### src/rtl/fpga_cfg_pkg.sv
// Shared types and default sizes for the fabric configuration loader.
package fpga_cfg_pkg;

  localparam int CFG_W_DEF      = 320;
  localparam int NUM_FRAMES_DEF = 172;
  localparam int SETTLE_DEF     = 10;

  typedef enum logic [2:0] {
    ST_IDLE,
    ST_LOAD,
    ST_WRITE,
    ST_SETTLE_FF,
    ST_SETTLE_RDY,
    ST_DONE
  } cfg_state_t;

endpackage

### src/rtl/cfg_settle_timer.sv
// Settle timer shared by both settle phases of the loader.
// While enabled it counts CYCLES cycles. On the last one it raises done
// and restarts from zero, so the next phase begins with a fresh count.
module cfg_settle_timer #(
  parameter int CYCLES = 10
) (
  input  logic clock,
  input  logic rst,
  input  logic clear,
  input  logic enable,
  output logic done
);

  localparam int CNT_W = $clog2(CYCLES + 1);

  logic [CNT_W-1:0] count;

  assign done = enable && (count == CNT_W'(CYCLES - 1));

  // Count enabled cycles; restart on clear, reset or terminal count.
  always_ff @(posedge clock) begin
    if (rst || clear) begin
      count <= '0;
    end else if (enable) begin
      if (done) begin
        count <= '0;
      end else begin
        count <= count + CNT_W'(1);
      end
    end
  end

endmodule

### src/rtl/fpga_config_loader.sv
// Configuration controller for the fpga fabric.
// Frames arrive on a valid/ready stream. Each frame is written into the
// fabric with a one-cycle one-hot strobe. After the last frame the loader
// waits and raises ff_en, then waits again and raises rdy.
module fpga_config_loader
  import fpga_cfg_pkg::*;
#(
  parameter int CFG_W         = CFG_W_DEF,
  parameter int NUM_FRAMES    = NUM_FRAMES_DEF,
  parameter int SETTLE_CYCLES = SETTLE_DEF
) (
  input  logic                          clock,
  input  logic                          rst,
  input  logic                          start,
  input  logic                          cfg_valid,
  input  logic [CFG_W-1:0]              cfg_data,
  output logic                          cfg_ready,
  output logic [CFG_W-1:0]              configs_in,
  output logic [NUM_FRAMES-1:0]         configs_en,
  output logic                          ff_en,
  output logic                          rdy,
  output logic                          busy,
  output logic [$clog2(NUM_FRAMES)-1:0] frame_idx
);

  localparam int IDX_W = $clog2(NUM_FRAMES);
  localparam logic [IDX_W-1:0] LAST_IDX = IDX_W'(NUM_FRAMES - 1);
  localparam logic [NUM_FRAMES-1:0] EN_ONE = NUM_FRAMES'(1);

  cfg_state_t state;
  logic       timer_en;
  logic       timer_clear;
  logic       timer_done;

  // busy depends only on the state register, so no input reaches it combinationally.
  assign busy        = (state != ST_IDLE) && (state != ST_DONE);
  assign timer_en    = (state == ST_SETTLE_FF) || (state == ST_SETTLE_RDY);
  assign timer_clear = (state == ST_WRITE);

  cfg_settle_timer #(
    .CYCLES (SETTLE_CYCLES)
  ) u_settle (
    .clock  (clock),
    .rst    (rst),
    .clear  (timer_clear),
    .enable (timer_en),
    .done   (timer_done)
  );

  // Main sequencer: state, stream handshake, frame strobe and completion flags.
  always_ff @(posedge clock) begin
    if (rst) begin
      state      <= ST_IDLE;
      cfg_ready  <= 1'b0;
      configs_in <= '0;
      configs_en <= '0;
      ff_en      <= 1'b0;
      rdy        <= 1'b0;
      frame_idx  <= '0;
    end else begin
      configs_en <= '0;
      case (state)
        ST_IDLE: begin
          if (start) begin
            frame_idx <= '0;
            cfg_ready <= 1'b1;
            state     <= ST_LOAD;
          end
        end
        ST_LOAD: begin
          if (cfg_valid && cfg_ready) begin
            configs_in <= cfg_data;
            configs_en <= EN_ONE << frame_idx;
            cfg_ready  <= 1'b0;
            state      <= ST_WRITE;
          end
        end
        ST_WRITE: begin
          if (frame_idx == LAST_IDX) begin
            state <= ST_SETTLE_FF;
          end else begin
            frame_idx <= frame_idx + IDX_W'(1);
            cfg_ready <= 1'b1;
            state     <= ST_LOAD;
          end
        end
        ST_SETTLE_FF: begin
          if (timer_done) begin
            ff_en <= 1'b1;
            state <= ST_SETTLE_RDY;
          end
        end
        ST_SETTLE_RDY: begin
          if (timer_done) begin
            rdy   <= 1'b1;
            state <= ST_DONE;
          end
        end
        ST_DONE: begin
          if (start) begin
            ff_en     <= 1'b0;
            rdy       <= 1'b0;
            frame_idx <= '0;
            cfg_ready <= 1'b1;
            state     <= ST_LOAD;
          end
        end
        default: begin
          state <= ST_IDLE;
        end
      endcase
    end
  end

endmodule

### config.mk
export PLATFORM = sky130hd
export DESIGN_NAME = fpga_config_loader
export DESIGN_NICKNAME = d
export VERILOG_FILES = /design/src/rtl/fpga_cfg_pkg.sv /design/src/rtl/cfg_settle_timer.sv /design/src/rtl/fpga_config_loader.sv
export SDC_FILE = /design/constraint.sdc
export NUM_CORES = 1
export LEC_CHECK = 0
export ABC_AREA = 1
export CORE_AREA = 2 2 320 322
export CTS_CLUSTER_DIAMETER = 30
export DETAILED_ROUTE_END_ITERATION = 6
export DIE_AREA = 0 0 322 324
export GPL_TIMING_DRIVEN = 0
export SLEW_MARGIN = 0
export SYNTH_ARGS = -nofsm -noshare
export SYNTH_HDL_FRONTEND = slang
export SYNTH_SLANG_ARGS = --single-unit
### constraint.sdc
create_clock -name clock -period 2.7 [get_ports clock]
set_clock_uncertainty 0.1 [all_clocks]
set_input_delay 0.675 -clock clock [delete_from_list [all_inputs] [get_ports clock]]
set_output_delay 0.675 -clock clock [all_outputs]
set_load 0.05 [all_outputs]
==> results of run 1 <==
-- layout by cell type, fill, tap and decap left out, types with 2 or more instances in the layout --
| master | n |
|---|---|
| a21oi_1 | 13 |
| buf_1 | 2 |
| buf_2 | 43 |
| bufinv_16 | 23 |
| clkbuf_1 | 105 |
| clkbuf_16 | 119 |
| clkbuf_2 | 4 |
| clkbuf_8 | 13 |
| clkdlybuf4s15_1 | 4 |
| clkdlybuf4s50_1 | 672 |
| clkinv_1 | 2 |
| clkinv_2 | 17 |
| clkinv_4 | 6 |
| clkinvlp_4 | 6 |
| dfxtp_1 | 510 |
| diode_2 | 4 |
| dlygate4sd2_1 | 144 |
| dlymetal6s2s_1 | 4 |
| ha_1 | 7 |
| inv_1 | 48 |
| inv_16 | 2 |
| inv_2 | 2 |
| inv_6 | 17 |
| nand2_1 | 98 |
| nand3_1 | 30 |
| nand4_1 | 3 |
| nor2_1 | 823 |
| nor3_1 | 34 |
| nor3_2 | 7 |
| o21ai_0 | 319 |
| o21ai_1 | 9 |
| or2_2 | 2 |
-- per-stage QoR --
| step | setup TNS (ns) | cells | instance area, um2 |
|---|---|---|---|
| floorplan | 0 | 2053 | 16700 |
| global placement | -244.33 | 4189 | 26600 |
| detailed placement | -204.36 | 4189 | 26600 |
| CTS | -0.281 | 4409 | 30800 |
| global route | -0.0150 | 4412 | 30800 |
| finish | 0 | 4415 | 30800 |
-- final cells by class --
type                    instances  area, um2  share of cell area
plain buffers                 137        571              0.0185
repair buffers                829       8130               0.264
well taps                    1309       1640              0.0531
clock buffers                 147       3210               0.104
multi-input cells            1354       5770               0.187
clock inverters                73       1100              0.0358
inverters                      52        195             0.00633
diodes                          4       10.0            0.000325
flip-flops and latches        510      10200               0.331
-- state kept, by name, indices dropped and copies added (netlist names) --
signal          flops
configs_in        320
cfg_ready           1
rdy                 1
frame_idx           8
configs_en        172
u_settle.count      4
state               3
ff_en               1
-- final timing paths --
path | slack (ns) | depth (start not counted) | from | endpoint
worst max-delay path | 0.06 | 1 | configs_in[272]$_SDFFE_PP0P_ | configs_in[272]
worst min register to register | 0.37 | 2 | configs_in[188]$_SDFFE_PP0P_ | configs_in[188]$_SDFFE_PP0P_
worst max register to register | 0.17 | 7 | state[1]$_SDFFE_PP0P_ | configs_in[39]$_SDFFE_PP0P_
worst min-delay path | 0.37 | 2 | configs_in[188]$_SDFFE_PP0P_ | configs_in[188]$_SDFFE_PP0P_
-- power groups by stage --
stage	clock network, uW	registers, uW	logic [uW]
2_1_floorplan	0	11000	1580
3_3_place_gp	0	8750	6660
3_5_place_dp	0	8780	6680
4_1_cts	15700	8640	6510
5_1_grt	16100	8710	6850
6_report	15400	8640	6450
-- kinds of logic after synthesis --
family | Yosys count | share of synthesized area
compound gates | 343 | 0.103
xor+xnor | 1 | 0.000524
fa+ha+maj | 7 | 0.00524
buf+inv | 189 | 0.0455
flops | 510 | 0.610
simple gates | 1003 | 0.236
-- metal layers --
layer / routed length (um) / GRT usage
met1: 34500 / 0.182
met2: 45600 / 0.298
met3: 8020 / 0.0568
met4: 3290 / 0.0702
met5: 83 / 0
-- what timing repair did --
item                                    4_1_cts  5_1_grt
resized for setup                           164       16
gates cloned                                  0        0
endpoints found under the setup margin      256       22
buffers inserted                              0        2
==> metrics.cfg, run 1 <==
[run_status]
status=complete, no violations

[sta]
hold_viol_final=0
fin_ws_ns=0.0555
hold_ws_ns=0.371
fin_crit_ns=2.64
finalCritPeriodShare=0.979
rsz0062_at_grt=true
slew_violations=0
tightest_slew_ns=0.933
finalSetupViolations=0
slew_headroom=0.378
max_clock_freq_mhz=378

[grt]
grt_overflow=0
grt_pass1_wl_um=124000
antenna_found_initial=22
grt.total_usage=0.168
grt_pass1_vias=16916
grt_max_degree=17

[die]
initial_core_util=0.166
die_w_um=322
rows=117
ioPinCount=828
core_region_area_um2=101000
die-height_um=324
dieArea_um2=104000

[power_and_ir_drop]
clockPowerShare=0.505
switching_share=0.318
p_comb_frac=0.211
switchingPower_uw=9690
powerDensity_nw_per_um2=988
power_uw=30500
peakVddDrop_uv=531
p_int_uw=20800
power_leakage_uw=0.0120
seqPwrFrac=0.283

[synthesis]
synth_ff_type=dfxtp_1
ys.warnings.count=0
ys_seq_area_frac=0.610
synth.most_common_cell=nor2_1
synth-edff-count=0
avgSynthCellArea_um2=8.15
synthArstFlopShare=0
synthDistinctLibCells=24
synth_nets=2384
synth-seq-cells=510
synth.largest_area_cell=dfxtp_1
netlist_instances=2053
synth_area_um2=16700
synth_common_cells=nor2_1 (823), dfxtp_1 (510), o21ai_0 (329)
synth_area_leaders=dfxtp_1 (61%), nor2_1 (18%), o21ai_0 (9.8%)
yosysTopAreaCellShare=0.610

[detailed_routing]
ant_nets=0
vias=17459
wl_per_cell_um=20.7
vias_per_cell=3.95
drt_pass1_iterations=5
drt-total-wl_um=91500
dr.first_iter.drc_count=1062
route.detailed.drc=0

[worst_setup_path]
crit_path_max_fanout=2
crit_chain=clkdlybuf4s50_1
start_kind=flip-flop
critPathRequiredTime_ns=1.92
end_kind=output port
path_buf_inv=1
crit_arrival_ns=1.87
max_stage_delay_ns=0.85
critPathKind=reg -> out
path_delay_family=buffers and inverters
worst_path_max_delay_cell=clkdlybuf4s50_1

[cells_and_area]
nFillCells=10743
drive_above_1_share=0.0877
area_growth_syn_to_layout_pct=84.3
final_nets=3333
utilization=0.305

[min_path]
hp-class=reg -> reg

[clock_network]
clkLatencyLatePin_ns=0.68
holdBufCountCts=0
cts.path.max_buffers=3
cts-root-buf=clkbuf_16
cts-htree-levels=3
clkSlewWorstSetupHoldPaths_ns=0.04
clock-sinks=510
numCtsBuffers=118
cts_tree=done

[place]
io_buffers=827
pre_cts_ws_ns=-1.22
place_congestion=0.946
post-dp-hpwl_um=75500

[run]
maxCapViolations=0

No activity file was read; power rests on OpenSTA's default activity.
==> run 2: changes to the inputs <==
--- a/config.mk
+++ b/config.mk
@@ -15,3 +15,4 @@
 export SYNTH_ARGS = -nofsm -noshare
 export SYNTH_HDL_FRONTEND = slang
 export SYNTH_SLANG_ARGS = --single-unit
+export TNS_END_PERCENT = 20
==> run 2 against run 1 <==
  * Sequential cell count did not move
  * Final cell count barely moved
  * Largest cell class unchanged
  * Critical endpoint unchanged
  * Sequential power barely moved
  * Design area barely moved
  * Critical path depth did not move
==> metrics.cfg, run 2 (same netlist as run 1, synthesis figures left out) <==
[clock_network]
clkLatencyLatePin_ns=0.69  ; was 0.68 ns
cts-htree-levels=3  ; unchanged
cts_tree=done  ; unchanged
clock-sinks=510  ; unchanged
cts-root-buf=clkbuf_16  ; unchanged
cts.path.max_buffers=3  ; unchanged
cts_setup_buffers=0  ; unchanged
numCtsBuffers=118  ; unchanged
holdBufCountCts=0  ; unchanged
clkSlewWorstSetupHoldPaths_ns=0.04  ; about the same

[detailed_routing]
dr.first_iter.drc_count=989  ; was 1062
ant_nets=0  ; unchanged
vias_per_cell=3.96  ; was 3.95
vias=17488  ; was 17459
route.detailed.drc=0  ; unchanged
drt_pass1_iterations=5  ; unchanged
wl_per_cell_um=20.7  ; about the same
drt-total-wl_um=91500  ; about the same

[cells_and_area]
seq_area_um2=10200  ; unchanged
design_area_um2=30800  ; about the same
nFillCells=10747  ; was 10743
layout_common_cells=nor2_1 (823), clkdlybuf4s50_1 (672), dfxtp_1 (510)  ; unchanged
largestRegisters=configs_in: 320 flops, configs_en: 172 flops, frame_idx: 8 flops  ; unchanged
multi_input_area_um2=5770  ; about the same
final_common_cell=nor2_1  ; unchanged
utilization=0.305  ; about the same
top_register=configs_in  ; unchanged
area_growth_syn_to_layout_pct=84.2  ; was 84.3%
instances_no_fill=4414  ; was 4415
final_nets=3331  ; was 3333
largest_reg_flops=320  ; unchanged
drive_above_1_share=0.0877  ; about the same

[die]
ioPinCount=828  ; unchanged
initial_core_util=0.166  ; unchanged
rows=117  ; unchanged
die_w_um=322  ; unchanged
dieArea_um2=104000  ; unchanged
core_region_area_um2=101000  ; unchanged
die-height_um=324  ; unchanged

[sta]
rsz0062_at_grt=true  ; unchanged
slew_headroom=0.365  ; was 0.378
finalSetupViolations=0  ; unchanged
max_clock_freq_mhz=379  ; was 378 MHz
hold_viol_final=0  ; unchanged
fin_crit_ns=2.64  ; about the same
finalCritPeriodShare=0.978  ; was 0.979
slew_violations=0  ; unchanged
tightest_slew_ns=0.952  ; was 0.933 ns

[worst_setup_path]
rr_startpoint=state[1]$_SDFFE_PP0P_  ; unchanged
r2r-end=configs_in[38]$_SDFFE_PP0P_  ; was configs_in[39]$_SDFFE_PP0P_
crit_chain=clkdlybuf4s50_1  ; unchanged
critPathKind=reg -> out  ; unchanged
worstSetupPathDepth=1  ; unchanged
critPathRequiredTime_ns=1.92  ; about the same
path_delay_family=buffers and inverters  ; unchanged
crit_arrival_ns=1.87  ; about the same
start_kind=flip-flop  ; unchanged
r2r_slack_ns=0.07  ; was 0.17 ns
crit_path_max_fanout=2  ; unchanged
worst_path_max_delay_cell=clkdlybuf4s50_1  ; unchanged
end_kind=output port  ; unchanged
reg2reg_depth=6  ; was 7
path_buf_inv=1  ; unchanged
cp-startpoint=configs_in[272]$_SDFFE_PP0P_  ; unchanged
max_stage_delay_ns=0.85  ; about the same
crit_end=configs_in[272]  ; unchanged

[grt]
grt_pass1_vias=16916  ; unchanged
grt_overflow=0  ; unchanged
grt.total_usage=0.168  ; unchanged
grt_pass1_wl_um=124000  ; unchanged
grt_max_degree=17  ; unchanged
antenna_found_initial=22  ; unchanged

[place]
io_buffers=827  ; unchanged
place_congestion=0.946  ; unchanged
post-place-cells=4189  ; unchanged
place_area_um2=26600  ; unchanged
post-dp-hpwl_um=75500  ; unchanged

[power_and_ir_drop]
power_leakage_uw=0.0120  ; about the same
powerDensity_nw_per_um2=989  ; was 988 nW/um2
peakVddDrop_uv=530  ; was 531 uV

[run_status]
status=complete, no violations  ; unchanged

[run]
maxCapViolations=0  ; unchanged

[min_path]
hp-class=reg -> reg  ; unchanged

==> run 2: metrics by stage <==
stage | worst slack (ns) | hold slack (ns) | TNS, ns | power, uW
final | 0.0586 | 0.372 | 0 | 30500
after global routing | -0.0344 | 0.395 | -0.119 | 31600
after CTS | -0.281 | 0.378 | -0.281 | 30800
after detailed placement | -1.22 | 0.370 | -204.36 | 15500
after global placement | -1.29 | 0.362 | -244.33 | 15400
after floorplan | 0.830 | 0.351 | 0 | 12600
==> run 2: timing repair <==
| item | 4_1_cts | 5_1_grt |
|---|---|---|
| gates resized for setup | 164 | 21 |
| pin swaps | 0 | 0 |
| endpoints found under the setup margin | 256 | 22 |
| gates cloned | 0 | 0 |
==> run 2: final cells by class <==
type	instances	area share
Multi-Input combinational cell	1354	0.187
Antenna cell	5	0.000406
Sequential cell	510	0.331
Buffer	137	0.0186
Inverter	52	0.00633
Clock buffer	147	0.104
Clock inverter	73	0.0358
Timing Repair Buffer	827	0.263
Tap cell	1309	0.0531
==> run 2: how the worst min path moves through the flow <==
stage	endpoint	cells after the start	slack (ns)	startpoint
after floorplan	u_settle.count[2]$_SDFFE_PP0P_	2	0.35	u_settle.count[2]$_SDFFE_PP0P_
after global placement	configs_in[179]$_SDFFE_PP0P_	2	0.36	configs_in[179]$_SDFFE_PP0P_
after detailed placement	configs_in[84]$_SDFFE_PP0P_	2	0.37	configs_in[84]$_SDFFE_PP0P_
after CTS	configs_in[236]$_SDFFE_PP0P_	2	0.38	configs_in[236]$_SDFFE_PP0P_
after global routing	configs_in[254]$_SDFFE_PP0P_	2	0.39	configs_in[254]$_SDFFE_PP0P_
final	configs_in[188]$_SDFFE_PP0P_	2	0.37	configs_in[188]$_SDFFE_PP0P_
==> run 2: layer usage <==
metal  share of wire  GRT usage
met2            0.50      0.298
met3           0.092     0.0568
met5         0.00091          0
met1            0.37      0.182
met4           0.036     0.0702
==> run 2: power breakdown <==
group	leakage, uW	internal [uW]	switching [uW]	total [uW]
Sequential	0.00412	8230	404	8640
Combinational	0.00573	1910	4520	6440
Clock	0.00211	10600	4760	15400
==> run 3: changes to the inputs <==
--- a/config.mk
+++ b/config.mk
@@ -11,6 +11,7 @@
 export DETAILED_ROUTE_END_ITERATION = 6
 export DIE_AREA = 0 0 322 324
 export GPL_TIMING_DRIVEN = 0
+export RECOVER_POWER = 100
 export SLEW_MARGIN = 0
 export SYNTH_ARGS = -nofsm -noshare
 export SYNTH_HDL_FRONTEND = slang
==> run 3 against run 2 <==
  * Design area down 0.25%
  * Sequential cell count is the same
  * Setup slack lost 0.012 ns
  * Non-clock buffer count is the same
  * Via count decreased by 0.33%
  * Largest cell class unchanged
==> metrics.cfg, run 3 (same netlist as run 1, synthesis figures left out) <==
[place]
io_buffers=827  ; unchanged
post-dp-hpwl_um=75500  ; unchanged
place_area_um2=26600  ; unchanged
place_congestion=0.946  ; unchanged
post-place-cells=4189  ; unchanged
pre_cts_ws_ns=-1.22  ; unchanged

[sta]
slew_headroom=0.303  ; was 0.365
max_clock_freq_mhz=377  ; was 379 MHz
tightest_slew_ns=1.05  ; was 0.952 ns
fin_ws_ns=0.0470  ; was 0.0586 ns
fin_crit_ns=2.65  ; was 2.64 ns
finalSetupViolations=0  ; unchanged
hold_viol_final=0  ; unchanged
finalCritPeriodShare=0.983  ; was 0.978
rsz0062_at_grt=true  ; unchanged
slew_violations=0  ; unchanged

[detailed_routing]
drt-total-wl_um=91500  ; about the same
ant_nets=0  ; unchanged
vias_per_cell=3.95  ; was 3.96
dr.first_iter.drc_count=988  ; was 989
vias=17430  ; was 17488
wl_per_cell_um=20.7  ; about the same
route.detailed.drc=0  ; unchanged
drt_pass1_iterations=7  ; was 5

[worst_setup_path]
reg2reg_depth=6  ; unchanged
critPathRequiredTime_ns=1.92  ; about the same
crit_chain=clkdlybuf4s50_1  ; unchanged
path_buf_inv=1  ; unchanged
crit_arrival_ns=1.88  ; was 1.87 ns
crit_path_max_fanout=2  ; unchanged
r2r-end=configs_in[38]$_SDFFE_PP0P_  ; unchanged
path_delay_family=buffers and inverters  ; unchanged
worst_path_max_delay_cell=clkdlybuf4s50_1  ; unchanged
max_stage_delay_ns=0.85  ; about the same
rr_startpoint=state[1]$_SDFFE_PP0P_  ; unchanged
start_kind=flip-flop  ; unchanged
r2r_slack_ns=0.08  ; was 0.07 ns
critPathKind=reg -> out  ; unchanged
end_kind=output port  ; unchanged

[cells_and_area]
top_register=configs_in  ; unchanged
largestRegisters=configs_in: 320 flops, configs_en: 172 flops, frame_idx: 8 flops  ; unchanged
layout_common_cells=nor2_1 (823), clkdlybuf4s50_1 (666), dfxtp_1 (510)  ; was nor2_1 (823), clkdlybuf4s50_1 (672), dfxtp_1 (510)
utilization=0.304  ; was 0.305
area_growth_syn_to_layout_pct=83.7  ; was 84.2%
drive_above_1_share=0.0842  ; was 0.0877
final_common_cell=nor2_1  ; unchanged
design_area_um2=30700  ; was 30800 um2
final_nets=3331  ; unchanged
instances_no_fill=4416  ; was 4414
largest_reg_flops=320  ; unchanged

[grt]
antenna_found_initial=22  ; unchanged
grt_pass1_wl_um=124000  ; unchanged
grt_pass1_vias=16916  ; unchanged
top_usage_layer=met2  ; unchanged
gr-usage-met2=0.298  ; unchanged
grt.total_usage=0.168  ; unchanged
grtUsageMet3=0.0568  ; unchanged
gr-usage-met1=0.182  ; unchanged
grt_max_degree=17  ; unchanged
grt_overflow=0  ; unchanged

[die]
initial_core_util=0.166  ; unchanged
die-height_um=324  ; unchanged
core_region_area_um2=101000  ; unchanged
die_w_um=322  ; unchanged
dieArea_um2=104000  ; unchanged
ioPinCount=828  ; unchanged
rows=117  ; unchanged

[clock_network]
holdBufCountCts=0  ; unchanged
clkLatencyLatePin_ns=0.69  ; about the same
clkSlewWorstSetupHoldPaths_ns=0.04  ; about the same
cts_tree=done  ; unchanged
cts-root-buf=clkbuf_16  ; unchanged
cts.path.max_buffers=3  ; unchanged
numCtsBuffers=118  ; unchanged
clock-sinks=510  ; unchanged
cts-htree-levels=3  ; unchanged

[power_and_ir_drop]
power_leakage_uw=0.0118  ; was 0.0120 uW
powerDensity_nw_per_um2=991  ; was 989 nW/um2
peakVddDrop_uv=530  ; about the same

[run_status]
status=complete, no violations  ; unchanged

[run]
maxCapViolations=0  ; unchanged

[min_path]
holdPathEnd=configs_in[188]$_SDFFE_PP0P_  ; unchanged
hp-class=reg -> reg  ; unchanged
hold_start=configs_in[188]$_SDFFE_PP0P_  ; unchanged
holdPathStages=2  ; unchanged

## run 3: cell types whose count changed in the layout (fill, tap and decap cells not counted)
cell	before	now
buf_2	42	10
clkbuf_2	4	31
clkbuf_1	104	115
clkdlybuf4s50_1	672	666
dlygate4sd3_1	0	6
nor3_1	34	40
nor3_2	7	1
dlymetal6s2s_1	4	0
diode_2	5	7
clkdlybuf4s15_1	4	3
dlygate4sd2_1	144	143
## run 3: per-layer routing
layer  vias to the layer above  part of all wire
li1                       8480                 -
met1                      7940              0.37
met2                       822              0.50
met3                       176             0.090
met4                        12             0.037
met5                         -           0.00091
## run 3: per-stage QoR
step           hold WS, ns  setup TNS [ns]  power, uW
3_5_place_dp         0.370         -204.36      15500
5_1_grt              0.395          -0.242      31600
3_3_place_gp         0.362         -244.33      15400
4_1_cts              0.378          -0.281      30800
6_report             0.372               0      30500
2_1_floorplan        0.351               0      12600
## run 3: power breakdown
| group | internal (uW) | switching (uW) |
|---|---|---|
| Clock | 10600 | 4760 |
| Sequential | 8230 | 406 |
| Combinational | 1900 | 4530 |
## run 3: final cells by class
cell class              count  area (um2)
clock buffers             147        3210
flip-flops and latches    510       10200
diodes                      7        17.5
multi-input cells        1354        5740
repair buffers            827        8050
plain buffers             137         567
well taps                1309        1640
clock inverters            73        1100
fillers                 10760       70300
inverters                  52         195
## run 3: worst max-delay path by stage
stage / from / to / slack (ns) / cells past startpoint
3_3_place_gp: rst / configs_in[61]$_SDFFE_PP0P_ / -1.29 / 6
3_5_place_dp: rst / configs_in[134]$_SDFFE_PP0P_ / -1.22 / 7
6_report: configs_in[272]$_SDFFE_PP0P_ / configs_in[272] / 0.05 / 1
2_1_floorplan: frame_idx[1]$_SDFFE_PP0P_ / frame_idx[7]$_SDFFE_PP0P_ / 0.83 / 8
5_1_grt: state[1]$_SDFFE_PP0P_ / configs_in[38]$_SDFFE_PP0P_ / -0.03 / 6
4_1_cts: state[2]$_SDFFE_PP0P_ / busy / -0.28 / 4
## run 3: repair_timing
action	in CTS	in global routing
setup endpoints to repair	256	22
buffers inserted	0	0
gates resized for setup	164	21
